==> src/rtl/leaf_user_stream_fifo.sv <==
// -----------------------------------------------------------------------------
// leaf_user_stream_fifo
//   Elastic buffer on the user side of the leaf interface, one per input port.
//   Accepts payload words from the leaf interface (vld/ack) and presents them
//   in order to the user kernel (vld/ack), first-word-fall-through.
//   Everything is in the clk_user domain.
//
// Ports
//   clk_user            in   user clock, rising edge
//   reset               in   asynchronous, active-low reset
//   din_interface2fifo  in   word from leaf interface
//   vld_interface2fifo  in   din_interface2fifo valid
//   ack_fifo2interface  out  buffer can accept a word this cycle
//   dout_fifo2user      out  head word to user kernel
//   vld_fifo2user       out  dout_fifo2user valid
//   ack_user2fifo       in   user kernel accepts head word
//   occupancy           out  words currently stored (0..2**DEPTH_BITS)
//   almost_full         out  occupancy >= ALMOST_FULL_LVL
//   word_count          out  words delivered to user since reset (wraps)
// -----------------------------------------------------------------------------
module leaf_user_stream_fifo #(
   parameter int PAYLOAD_BITS    = 32,
   parameter int DEPTH_BITS      = 4,
   parameter int ALMOST_FULL_LVL = 12
) (
   input  logic                    clk_user,
   input  logic                    reset,
   input  logic [PAYLOAD_BITS-1:0] din_interface2fifo,
   input  logic                    vld_interface2fifo,
   output logic                    ack_fifo2interface,
   output logic [PAYLOAD_BITS-1:0] dout_fifo2user,
   output logic                    vld_fifo2user,
   input  logic                    ack_user2fifo,
   output logic [DEPTH_BITS:0]     occupancy,
   output logic                    almost_full,
   output logic [31:0]             word_count
);

   localparam int DEPTH = 1 << DEPTH_BITS;
   localparam logic [DEPTH_BITS:0]   OCC_FULL = (DEPTH_BITS+1)'(DEPTH);
   localparam logic [DEPTH_BITS:0]   OCC_AF   = (DEPTH_BITS+1)'(ALMOST_FULL_LVL);
   localparam logic [DEPTH_BITS:0]   OCC_ONE  = (DEPTH_BITS+1)'(1);
   localparam logic [DEPTH_BITS-1:0] PTR_ONE  = DEPTH_BITS'(1);
   localparam logic [31:0]           WC_ONE   = 32'd1;

   logic [PAYLOAD_BITS-1:0] mem_q [DEPTH];
   logic [DEPTH_BITS-1:0]   wr_ptr_q, wr_ptr_d;
   logic [DEPTH_BITS-1:0]   rd_ptr_q, rd_ptr_d;
   logic [DEPTH_BITS:0]     occ_q, occ_d;
   logic                    af_q, af_d;
   logic [31:0]             wc_q, wc_d;
   // Holds ack low while in reset and rises on the first edge after release.
   logic                    rdy_q;
   logic                    wr_en, rd_en;

   // Both handshakes are derived from registered state only, so there is no
   // combinational path from ack_user2fifo to ack_fifo2interface.
   assign ack_fifo2interface = rdy_q && (occ_q != OCC_FULL);
   assign vld_fifo2user      = (occ_q != '0);
   assign dout_fifo2user     = mem_q[rd_ptr_q];
   assign occupancy          = occ_q;
   assign almost_full        = af_q;
   assign word_count         = wc_q;

   assign wr_en = vld_interface2fifo && ack_fifo2interface;
   assign rd_en = vld_fifo2user && ack_user2fifo;

   always_comb begin
      wr_ptr_d = wr_ptr_q;
      rd_ptr_d = rd_ptr_q;
      occ_d    = occ_q;
      wc_d     = wc_q;
      if (wr_en) wr_ptr_d = wr_ptr_q + PTR_ONE;
      if (rd_en) begin
         rd_ptr_d = rd_ptr_q + PTR_ONE;
         wc_d     = wc_q + WC_ONE;
      end
      case ({wr_en, rd_en})
         2'b10:   occ_d = occ_q + OCC_ONE;
         2'b01:   occ_d = occ_q - OCC_ONE;
         default: occ_d = occ_q;
      endcase
      // Registered so almost_full is glitch-free and exactly tracks occupancy.
      af_d = (occ_d >= OCC_AF);
   end

   always_ff @(posedge clk_user or negedge reset) begin
      if (!reset) begin
         wr_ptr_q <= '0;
         rd_ptr_q <= '0;
         occ_q    <= '0;
         af_q     <= 1'b0;
         wc_q     <= '0;
         rdy_q    <= 1'b0;
      end else begin
         wr_ptr_q <= wr_ptr_d;
         rd_ptr_q <= rd_ptr_d;
         occ_q    <= occ_d;
         af_q     <= af_d;
         wc_q     <= wc_d;
         rdy_q    <= 1'b1;
      end
   end

   // Storage is cleared on reset so dout reads as zero while in reset.
   always_ff @(posedge clk_user or negedge reset) begin
      if (!reset) begin
         for (int i = 0; i < DEPTH; i++) mem_q[i] <= '0;
      end else if (wr_en) begin
         mem_q[wr_ptr_q] <= din_interface2fifo;
      end
   end

endmodule

==> config.mk <==
export PLATFORM = sky130hd
export DESIGN_NAME = leaf_user_stream_fifo
export DESIGN_NICKNAME = d
export VERILOG_FILES = /design/src/rtl/leaf_user_stream_fifo.sv
export SDC_FILE = /design/constraint.sdc
export NUM_CORES = 1
export LEC_CHECK = 0
export BUFFER_PORTS_ARGS = -buffer_cell sky130_fd_sc_hd__clkbuf_2
export CORE_ASPECT_RATIO = 0.8
export CORE_MARGIN = 3
export CORE_UTILIZATION = 45
export CTS_CLUSTER_SIZE = 20
export DETAILED_ROUTE_END_ITERATION = 10
export GPL_TIMING_DRIVEN = 0
export HOLD_SLACK_MARGIN = 0.03
export PLACE_DENSITY_LB_ADDON = 0.15
export SLEW_MARGIN = 20
export SYNTH_ARGS = -nofsm -noshare
export SYNTH_HDL_FRONTEND = slang
export SYNTH_SLANG_ARGS = --single-unit
==> constraint.sdc <==
create_clock -name clk_user -period 8.2 [get_ports clk_user]
set_input_delay 0.82 -clock clk_user [delete_from_list [all_inputs] [get_ports clk_user]]
set_output_delay 0.82 -clock clk_user [all_outputs]
set_load 0.03 [all_outputs]
* Yosys cells after proc, flatten, opt, wreduce, memory -nomap -nowiden
Index checks and enable logic that the tools add are counted.
Word-level totals: register bits 559, bits of input ports 36, output and inout port bits 72, word-level logic and storage cells 48
Cells by class: $add $sub $neg 5, $lt $le $gt $ge 4, eq/ne operators 3, muxes and demuxes 7, bitwise logic cells 2, reductions and logical operators 5
Operators by type and width (count):
- $bwmux 512 | 1
- $bmux 32 s4 | 1
- $demux 32 s4 | 1
- $mux 32 | 3
- $add 32x1->32 const B | 1
- $ge 5x5->1 const B | 2
- $not 4->5 | 2
- $pmux 5 s2 | 1
- $add 4x1->4 const B | 2
- $add 5x1->5 const B | 1
- $ge 5x4->1 const B | 1
- $lt 5x1->1 const B | 1
- $ne 5x5->1 const B | 1
- $reduce_bool 5->1 | 1
- $sub 5x1->5 const B | 1
- $logic_and 1x1->1 | 4
- $eq 2x1->1 const B | 1
- $eq 2x2->1 const B | 1

* Depth between registers and ports, before layout
Gate-level depths: netlist of the first run.
depth after elaboration 6, depth in mapped cells 13, gate-level depth less buffers 12

* Worst setup path before layout of the first run
No wires, ideal clock.
path type flip-flop to flip-flop, start point reg occ_q[1] (netlist: occupancy[1]), end point reg af_q (netlist: almost_full), arrival time 3.659 ns, data required time 8.132 ns, path slack 4.474 ns, cell stages (with the launch flop) 14, buffers on the path 1, period minus slack after synthesis 3.726 ns, cell sequence dfrtp_1 -> or4_4 -> o21ai_4 -> buf_4 -> inv_1 -> nand2_1 -> ha_1 -> inv_1 -> fa_1 -> nor2b_1 -> o21a_1 -> mux2_2 -> o311ai_0 -> a311o_1
Between the ends: longest elaborated chain between the ends 6, elaborated cells on any way between the ends 11, those cells by class 2 x add/sub; 1 x order compare; 3 x eq/ne; 1 x mux; 4 x reduce/logical
RTL lines:
- start, declared | RTL line 49 | logic [DEPTH_BITS:0] occ_q, occ_d;
- start signal, assigned | RTL line 91 | occ_q <= '0;
- start signal, assigned | RTL line 98 | occ_q <= occ_d;
- $ne 5x5->1 * | RTL line 58 | assign ack_fifo2interface = rdy_q && (occ_q != OCC_FULL);
- $logic_and 1x1->1 * | RTL line 58
- named net ack_fifo2interface | RTL line 30 | output logic ack_fifo2interface,
- $logic_and 1x1->1 * | RTL line 65 | assign wr_en = vld_interface2fifo && ack_fifo2interface;
- $eq 2x1->1 / $eq 2x2->1 (equally long branches) | RTL line 78 | case ({wr_en, rd_en})
- $pmux 5 s2 * | RTL line 78
- named net occ_d[4] | RTL line 49
- $ge 5x4->1 * | RTL line 84 | af_d = (occ_d >= OCC_AF);
- named net af_d | RTL line 50 | logic af_q, af_d;
- end signal, assigned | RTL line 92 | af_q <= 1'b0;
- end signal, assigned | RTL line 99 | af_q <= af_d;
- end, declared | RTL line 50
Mark *: on every way through the listed nets, which the timed path passes. The rest lies on a longest branch. A chain may end at the register's enable or synchronous reset.

* Worst setup path in the final report of the first run
start point reg rd_ptr_q[0], end point out dout_fifo2user[31]
Between the ends: longest elaborated chain between the ends 4
RTL lines:
- start, declared | RTL line 48 | logic [DEPTH_BITS-1:0] rd_ptr_q, rd_ptr_d;
- start signal, assigned | RTL line 97 | rd_ptr_q <= rd_ptr_d;
- $not 4->5 (implied by the code) | RTL line 60 | assign dout_fifo2user = mem_q[rd_ptr_q];
- $bmux 32 s4 | RTL line 60
- $mux 32 (implied by the code) (2 in series) | RTL line 60
- end, declared | RTL line 31 | output logic [PAYLOAD_BITS-1:0] dout_fifo2user,
Every way passes these cells. The select of a mux whose other input is x is not followed.

==> summary.md, run 1 <==
| Metric | Value |
|---|---|
| Count of cell types in the netlist | 40 |
| Switching share of total power | about a third |
| WP buf/inv | 4 |
| Flip-flop and latch area | 13990 um^2 |
| Crit Reg-Reg Startpoint | occupancy[0] |
| Post-CTS setup buffer count | 0 |
| Tot Pwr | 11270 uW |
| Area of the multi-input gates | 10530 um^2 |
| Largest cells by area after synthesis | dfrtp_1, mux2_2, mux4_2 |
| Final std cells w/o fill | between 2k and 3k |
| Largest net degree at the start of global routing | 94 |
| Synthesized instance count | approximately 1.5k |
| Die area | 58740 um^2 |
| Ys async rst share | 100.0% |
| Overall Global Routing Usage | between 20% and 30% |
| Arr. time, crit path | 3790 ps |
| Post-DP HPWL | 40.02 mm |
| Global placement routability congestion | between 0.7 and 0.8 |
| Max Freq | 0.2170 GHz |
| Post-CTS Resized | 0 |
| Fill count | 4483 |
| Busiest grt layer | met2 |
| Post-Place Setup Slack | 4071 ps |
| Final Setup Violations | 0 |
| RSZ-0062 raised after global routing | no |
| Int Pwr | 7581 uW |
| Layout cell share with drive strength beyond 1 | 52.50% |
| DR iter-0 viols | between 800 and 900 |
| Area Growth Syn to Fin | 13.96% |
| Global routing usage on met1 | 31.41% |
| IO Port Bufs | 107 |
| Vias in the first global route | 15.18k |
| Total wire length | 61.43 mm |
| Initial core utilization | approximately 46% |
| Max rail drop VDD | approximately 0.00024 V |
| Sequential area share after synthesis | 55.66% |
| Main synth FF type | dfrtp_1 |
| Rel. slew slack | 20.22% |
| Net switching power | 3694 uW |
| Synth top area share | 55.66% |
| Fin crit share | 56.21% |
| Pre-antenna DRT Iters | 5 |
| # placed instances | 2395 |
| Core area | 54490 um^2 |
| Nets | 1760 |
| Clock sink total | between 500 and 600 |
| Yosys top cell by area | dfrtp_1 |
| Min Hold Slack | ~180 ps |
| CTS tree | done |
| H-tree levels | 2 |
| Synthesis Warnings | 0 |
| Final Hold Viols | 0 |
| Clock buffer depth | 3 |
| Met3 GRT Util | 4.354% |
| DR WL/cell | roughly 25 um |
| Met2 usage | 33.02% |
| I/O pins | about 110 |
| Largest delay share family, worst path | buffers and inverters |
| Worst reg-to-reg setup slack | 4030 ps |
| Slew @ Worst Pin | roughly 1200 ps |
| MaxCap Viol Count | 0 |
| Clock skew | 21.87 ps |
| Clk root buf | clkbuf_16 |
| Sequential power share | between 30 and 40% |
| Status | finished clean |
| Reg2reg end | almost_full |
| Synthesized area per cell | 16.31 um^2 |
| Critical-path cell with the highest stage delay | clkbuf_1 |
| Initial antenna violation count | 1 |
| Die span in y | 217.4 um |
| Power Dens Cells | between 300 and 400 nW/um^2 |
| Remaining DRCs | 0 |
| Worst setup margin | between 3000 and 4000 ps |
| Clock slew seen by the registers of the worst setup and hold paths | 60 ps |
| Global-route wire length before repair | 95.56 mm |
| Die width | 270.2 um |
| Grt ovf | 0 |
| Via density | 5.643 |
| # rows | 76 |
| Detailed-route via count | 14.11k |
| Hold_buf cts | 0 |
| Post-route ant nets | 0 |
| Post-synthesis register bit count | 559 |
| Leak | 0.01294 uW |
| Worst Setup Start Kind | register |
| Synthesized area | 25130 um^2 |
| Post-synth EDFFs | 0 |
| Slew Limit Fails | 0 |
| CTS buffer count | between 50 and 60 |
| Critical Path End Type | output pin |
| Commonest cells post-synth | dfrtp_1, mux2_2, mux4_2 |
| R2R depth | 13 |
| Clock share of power | 23.1% |
| Syn nets | 1588 |
| Hold WC Path Type | in2async |
| CP Cell Sequence | clkbuf_1 -> clkbuf_1 -> buf_2 -> mux4_2 -> mux4_2 -> clkbuf_2 |
| Critical Path RT | between 7000 and 8000 ps |
| Fin crit period | 4609 ps |
| Most numerous cell in the Yosys netlist | dfrtp_1 |
| WS Path Type | reg2out |
| Critical-path maximum fanout | 10 |
| Comb pwr share | 37.8% |
| Worst-Skew Late Latency | 600 ps |
| Worst path max stage delay | 570 ps |
==> sequential cells by signal, summed over array words and instances, names as in the netlist <==
signal       cells
almost_full      1
mem_q          512
occupancy        5
rd_ptr_q         4
rdy_q            1
word_count      32
wr_ptr_q         4
==> stage by stage <==
step / TNS (ps) / instance area (um^2) / utilization (%)
detailed placement: 0 / 26770 / 49.13
CTS: 0 / 28630 / 52.55
finish: 0 / 28640 / 52.57
global placement: -3610580 / 26590 / 48.81
floorplan: 0 / 25130 / -
global route: 0 / 28640 / 52.57
==> power by group through the flow <==
stage          Sequential [uW]  Clock (uW)  Combinational [uW]
2_1_floorplan             4320           0                3170
3_3_place_gp              4410           0                4210
3_5_place_dp              4450           0                4320
4_1_cts                   4410        2660                4330
5_1_grt                   4550        2780                4560
6_report                  4420        2600                4260
==> cells in the final DEF (no fill, tap or decap), types with 2 or more instances in the layout <==
| master | n |
|---|---|
| o21ai_0 | 3 |
| and3_1 | 4 |
| buf_4 | 13 |
| nand4_1 | 10 |
| nand2_1 | 31 |
| ha_1 | 10 |
| mux2_2 | 486 |
| nor4_1 | 6 |
| buf_2 | 47 |
| nand2_2 | 4 |
| buf_1 | 4 |
| clkbuf_2 | 110 |
| dfrtp_1 | 559 |
| clkbuf_8 | 13 |
| nand3_1 | 13 |
| clkbuf_1 | 65 |
| buf_16 | 6 |
| bufinv_16 | 4 |
| xnor2_1 | 25 |
| clkbuf_16 | 57 |
| nor2_1 | 16 |
| inv_1 | 14 |
| mux4_2 | 160 |
| nor3b_1 | 2 |
| xor2_1 | 15 |
| mux2_1 | 28 |
| nor3_1 | 16 |
| or4_1 | 2 |
| clkinv_2 | 16 |
==> cell type report <==
cell class | instances | area share, %
inverters | 15 | 0.1966
plain buffers | 120 | 1.966
multi-input cells | 847 | 36.77
repair buffers | 113 | 2.477
flip-flops and latches | 559 | 48.84
clock buffers | 82 | 5.727
well taps | 741 | 3.237
clock inverters | 22 | 0.7820
diodes | 1 | 0.008737
==> kinds of logic after synthesis <==
logic type	share of synthesized area, %
fa+ha+maj	0.5775
xor+xnor	1.394
other cells	0.01492
buf+inv	2.439
simple gates	2.156
flops	55.66
mux	37.41
compound gates	0.3485
==> worst max-delay path by stage <==
stage / start / end / slack, ps / depth (start not counted)
2_1_floorplan: occupancy[1] / almost_full / 4470 / 13
3_3_place_gp: reset / mem_q[24] / -6540 / 1
3_5_place_dp: occupancy[1] / almost_full / 4070 / 13
4_1_cts: rd_ptr_q[0] / dout_fifo2user[0] / 3540 / 6
5_1_grt: rd_ptr_q[0] / dout_fifo2user[31] / 3430 / 6
6_report: rd_ptr_q[0] / dout_fifo2user[31] / 3590 / 6
==> per-layer routing <==
metal  share of wire (%)  routed length [um]  vias up
met2                  45               27890      256
met4                 2.3                1432        0
met3                 4.7                2903       85
met5                   0                   0        -
met1                  48               29200     7689
li1                    -                   -     6078
(Power assumes the default switching activity.)
==> run 2, diff against run 1 <==
- ABC_AREA: default -> 1
- clock period: 8.2 -> 4.39 ns (I/O delays scaled with it)
==> run 2 against run 1 <==
  * Synthesized cell count up 120%
  * Hold slack worse by 14 ps
  * Clock skew is 4.8 ps lower
  * Highest routed layer unchanged
  * Critical endpoint is now dout_fifo2user[5]
  * Design area is 4.7% higher
  * Combinational power grew 140%
  * Sequential share of layout area fell by 2.2 points
  * Setup slack worse by 3000 ps
==> summary.md, run 2 <==
| Metric | Value |
|---|---|
| Status | finished clean |
| Largest cells by area after synthesis | dfrtp_1, nand2_1, o21ai_0 |
| Overall Global Routing Usage | 32.11% |
| Max Freq | ~0.26 GHz |
| M1 wire length | 43.26 mm |
| Leak | roughly 0.015 uW |
| Final Setup Violations | 0 |
| Slew Limit Fails | 0 |
| Die width | 277.4 um |
| Largest net degree at the start of global routing | ~90 |
| DR WL/cell | 23.02 um |
| Remaining DRCs | 0 |
| Commonest non-fill, non-tap cell in the layout | nand2_1 |
| Nets | 3603 |
| Count of cell types in the netlist | 32 |
| Pre-antenna DRT Iters | 6 |
| Clock slew seen by the registers of the worst setup and hold paths | 60 ps |
| Hold_buf cts | 1 |
| Most numerous cell in the Yosys netlist | nand2_1 |
| Post-synthesis register bit count | about 560 |
| H-tree levels | 2 |
| Layout cell share with drive strength beyond 1 | 8.222% |
| WS Path Type | reg2out |
| Post-DP HPWL | 68.73 mm |
| Main synth FF type | dfrtp_1 |
| Worst-Skew Late Latency | 640 ps |
| Clock sink total | 559 |
| Critical Path RT | 3950 ps |
| CTS tree | done |
| Synthesized area per cell | 7.772 um^2 |
| Initial core utilization | 46.14% |
| Final Hold Viols | 0 |
| Synthesized area | 26520 um^2 |
| Clock skew | 17.06 ps |
| Global placement routability congestion | 0.9601 |
| Hold WC Path Type | in2reg |
| Synthesized instance count | 3413 |
| Via density | 5.773 |
| Tot Pwr | 23480 uW |
| WL met2 | 41.70 mm |
| I/O pins | 108 |
| Rel. slew slack | roughly 22% |
| Ys async rst share | 100.0% |
| Critical-path cell with the highest stage delay | clkbuf_1 |
| Die span in y | 223.2 um |
| Yosys top cell by area | dfrtp_1 |
| Largest delay share family, worst path | buffers and inverters |
| Total wire length | 100.4 mm |
| Critical-path maximum fanout | 10 |
| Grt ovf | 0 |
| Post-CTS Resized | 0 |
| Max reg flops | 512 |
| Post-CTS setup buffer count | 0 |
| Fin crit share | 87.02% |
| Layout Utilization | 52.14% |
| CP most frequent cell | buf_6 |
| Clk root buf | clkbuf_16 |
| Power Dens Cells | ~800 nW/um^2 |
| Area Growth Syn to Fin | 13.01% |
| Top reg by flops | mem_q |
| Vias in the first global route | 24.05k |
| Synth top area share | 52.74% |
| Clock buffer depth | 3 |
| Most frequent cells in the layout | nand2_1, dfrtp_1, o21ai_0 |
| Detailed-route via count | 25.17k |
| WP buf/inv | 5 |
| RSZ-0062 raised after global routing | no |
| Commonest cells post-synth | nand2_1, dfrtp_1, o21ai_0 |
| Sequential area share after synthesis | 52.74% |
| Met3 Wirelength | around 11 mm |
| CTS buffer count | 58 |
| Global-route wire length before repair | 151.2 mm |
| Synthesis Warnings | 0 |
| DR iter-0 viols | 3162 |
| N_diodes | 0 |
| Worst Setup Start Kind | register |
| Syn nets | ~3.5k |
| # placed instances | 4255 |
| Arr. time, crit path | 3380 ps |
| # rows | 78 |
| Critical Path End Type | output pin |
| Final std cells w/o fill | 4360 |
| Die area | 61910 um^2 |
| CP Cell Sequence | buf_2 -> buf_6 -> buf_6 -> clkbuf_1 -> a21oi_1 -> o21ai_0 -> o211ai_1 -> nand3_1 -> nand2_1 -> clkbuf_2 |
| IO Port Bufs | 75 |
| Core area | 57480 um^2 |
| Initial antenna violation count | 2 |
| Fin crit period | ~3800 ps |
| Post-synth EDFFs | 0 |
| Uppermost routed layer | met4 |
| Worst path max stage delay | 760 ps |
| Post-route ant nets | 0 |
| Max rail drop VDD | approximately 0.00044 V |
| MaxCap Viol Count | 0 |
| Slew @ Worst Pin | 1167 ps |
run 2: cells by family after synthesis:
group           after synthesis  share of synthesized area [%]
other cells                   1                        0.01414
xor+xnor                     29                         0.9576
buf+inv                     457                          7.236
compound gates              649                          13.46
fa+ha+maj                    11                         0.5472
flops                       559                          52.74
simple gates               1707                          25.04
run 2: stage by stage:
step / hold WS [ps] / setup WS [ps] / setup TNS, ps / area, um^2
after global placement: 456.3 / -10270 / -5683730 / 27850
after CTS: 136.4 / 649.1 / 0 / 29970
after detailed placement: 381.9 / 1335 / 0 / 28050
final: 165.4 / 569.8 / 0 / 29970
after floorplan: 143.4 / 1632 / 0 / 26520
after global routing: 191.1 / 506.7 / 0 / 29970
run 2: worst register-to-register path: stages, from the launching register on:
cell and delay [ps]:
dfrtp_1 430, nor2_1 100, nand3_1 100, nand2_1 240, inv_1 200, buf_2 310
ha_1 330, inv_1 80, fa_1 360, inv_1 90, nand3_1 70, nand2_1 90
xor2_1 150, nand2_1 70, nand2_1 70, nand2_1 50
run 2: final timing paths:
| kind | end | slack, ps | startpoint | depth (start not counted) |
|---|---|---|---|---|
| worst min-delay path | mem_q[491] | 170 | din_interface2fifo[11] | 3 |
| worst min register to register | mem_q[507] | 470 | mem_q[507] | 2 |
| worst max register to register | almost_full | 1550 | occupancy[0] | 15 |
| worst max-delay path | dout_fifo2user[5] | 570 | rd_ptr_q[0] | 10 |
| max in group asynchronous | mem_q[445] | 2470 | reset | 5 |
| min in group asynchronous | mem_q[72] | 290 | reset | 2 |
run 2: area by class of cell:
cell class | instances | area, um^2
Buffer | 271 | 1224
Tap cell | 760 | 950.9
Clock buffer | 86 | 1687
Inverter | 186 | 698.2
Clock inverter | 18 | 222.7
Timing Repair Buffer | 83 | 586.8
Fill cell | 5525 | 27510
Multi-Input combinational cell | 2397 | 10620
Sequential cell | 559 | 13990
run 2: report_power, final:
group          switching [uW]  internal (uW)
sequential               1040           7270
clock                    2170           2880
combinational            7230           2880
total                   10400          13000
run 2: routing by layer:
metal,GRT usage [%],vias up
met2,45.66,1435
met3,6.079,242
met5,0,-
li1,-,11090
met4,14.21,0
met1,47.57,12410
==> run 3, diff against run 2 <==
- ABC_AREA: 1 -> default
==> run 3 against run 2 <==
  * Sequential power shrank 0.7%
  * Hold slack improved by 2.5 ps
  * Core utilization up 0.44 points
  * Total power shrank 10%
  * First-iteration DRC count down 74%
  * Register-to-register slack worse by 1300 ps
  * Critical path type unchanged
==> summary.md, run 3 (synthesis gave the netlist of run 1 again) <==
| Metric | Value |
|---|---|
| Area Growth Syn to Fin | 14.01% |
| Clk root buf | clkbuf_16 |
| Hold WC Path Type | in2reg |
| Clock skew | 20.40 ps |
| WS Path Type | reg2out |
| Post-DP HPWL | 40.02 mm |
| Commonest non-fill, non-tap cell in the layout | dfrtp_1 |
| Detailed-route via count | roughly 14k |
| Initial core utilization | 46.12% |
| DR iter-0 viols | 836 |
| Die width | roughly 270 um |
| Reg2reg end | almost_full |
| # placed instances | 2395 |
| Nets | 1761 |
| I/O pins | 108 |
| Via density | 5.656 |
| # rows | 76 |
| Pre-antenna DRT Iters | 5 |
| Setup total negative slack | 0 ps |
| MaxCap Viol Count | 0 |
| R2R depth | 13 |
| Die area | 58740 um^2 |
| Slew @ Worst Pin | 1148 ps |
| WHS Path Cells | 2 |
| Area of the multi-input gates | 10530 um^2 |
| CTS buffer count | 57 |
| IO Port Bufs | 107 |
| Critical Path RT | 3950 ps |
| Final Hold Viols | 0 |
| Max rail drop VDD | 0.0004435 V |
| Overall Global Routing Usage | 21.45% |
| H-tree levels | 2 |
| Remaining DRCs | 0 |
| Worst reg-to-reg setup slack | 240 ps |
| RSZ-0062 raised after global routing | no |
| Largest delay share family, worst path | buffers and inverters |
| Final Setup Violations | 0 |
| Max Freq | 0.2374 GHz |
| Leak | 0.01295 uW |
| Arr. time, crit path | 3770 ps |
| WP buf/inv | 3 |
| Clock buffer depth | 3 |
| Clock slew seen by the registers of the worst setup and hold paths | 60 ps |
| Core area | 54490 um^2 |
| Post-route ant nets | 0 |
| Hold worst-path end | mem_q[104] |
| Max reg flops | a little over 500 |
| Worst Setup Start Kind | register |
| Hold_sp | din_interface2fifo[8] |
| Layout cell share with drive strength beyond 1 | a little over half |
| Largest net degree at the start of global routing | 94 |
| Post-CTS setup buffer count | 0 |
| Crit Reg-Reg Startpoint | occupancy[0] |
| Worst Setup SP | rd_ptr_q[1] |
| Slew Limit Fails | 0 |
| Status | finished clean |
| Initial antenna violation count | 1 |
| Fin crit period | 4213 ps |
| Met2 usage | 33.02% |
| Rel. slew slack | a little under a quarter |
| Clock sink total | 559 |
| Global placement routability congestion | 0.7804 |
| Busiest grt layer | met2 |
| Tot Pwr | 21050 uW |
| CP Cell Sequence | clkbuf_1 -> clkbuf_1 -> mux4_2 -> mux4_2 -> clkbuf_2 |
| Fin crit share | 95.96% |
| Critical-path cell with the highest stage delay | clkbuf_1 |
| Vias in the first global route | 15.18k |
| Global-route wire length before repair | 95.57 mm |
| Final std cells w/o fill | 2501 |
| Most frequent cells in the layout | dfrtp_1, mux2_2, mux4_2 |
| Worst-Skew Late Latency | 600 ps |
| Critical-path maximum fanout | 10 |
| DR WL/cell | 24.56 um |
| Worst path max stage delay | 820 ps |
| Met3 GRT Util | under 10% |
| Top reg by flops | mem_q |
| Global routing usage on met1 | 31.41% |
| Critical Path End Type | output pin |
| Flip-flop and latch area | 13990 um^2 |
| Total wire length | between 60 and 70 mm |
| Die span in y | ~220 um |
| CTS tree | done |
| Fill count | 4482 |
| Power Dens Cells | 734.6 nW/um^2 |
| Grt ovf | 0 |
## run 3: worst max-delay path by stage
| stage | cells after the start | end | slack (ps) |
|---|---|---|---|
| after floorplan | 13 | almost_full | 660 |
| after global placement | 1 | mem_q[24] | -9970 |
| after detailed placement | 13 | almost_full | 260 |
| after CTS | 6 | dout_fifo2user[0] | 110 |
| after global routing | 5 | dout_fifo2user[31] | 7 |
| final | 5 | dout_fifo2user[0] | 180 |
## run 3: repair_timing
item,4_1_cts,5_1_grt
endpoints found under the setup margin,0,1
gates resized for setup,0,2
hold buffers,1,0
hold endpoints to repair,47,0
## run 3: metal layers
layer,wire length [um],vias to the layer above
met2,27970,294
met5,0,-
met1,29020,7681
met4,1401,0
met3,3048,82
li1,-,6088
## run 3: stage by stage
stage	util, %	hold WS (ps)	area [um^2]	setup slack, ps
2_1_floorplan	-	143.4	25130	663.6
3_5_place_dp	49.13	431.6	26770	261.4
5_1_grt	52.59	156.2	28650	7.319
4_1_cts	52.57	131.0	28640	112.2
3_3_place_gp	48.81	457.6	26590	-9970
6_report	52.59	168.0	28650	177.2
## run 3: layout make-up
| class | instances | area share [%] |
|---|---|---|
| Timing Repair Buffer | 114 | 2.511 |
| Clock buffer | 82 | 5.725 |
| Sequential cell | 559 | 48.82 |
| Antenna cell | 1 | 0.008734 |
| Tap cell | 741 | 3.236 |
| Multi-Input combinational cell | 847 | 36.75 |
| Clock inverter | 22 | 0.7817 |
| Buffer | 120 | 1.969 |
| Inverter | 15 | 0.1965 |
## run 3: report_power, final
part | internal [uW] | total, uW | switching [uW]
Clock | 2820 | 4850 | 2030
Combinational | 4130 | 7960 | 3820
Sequential | 7210 | 8250 | 1040
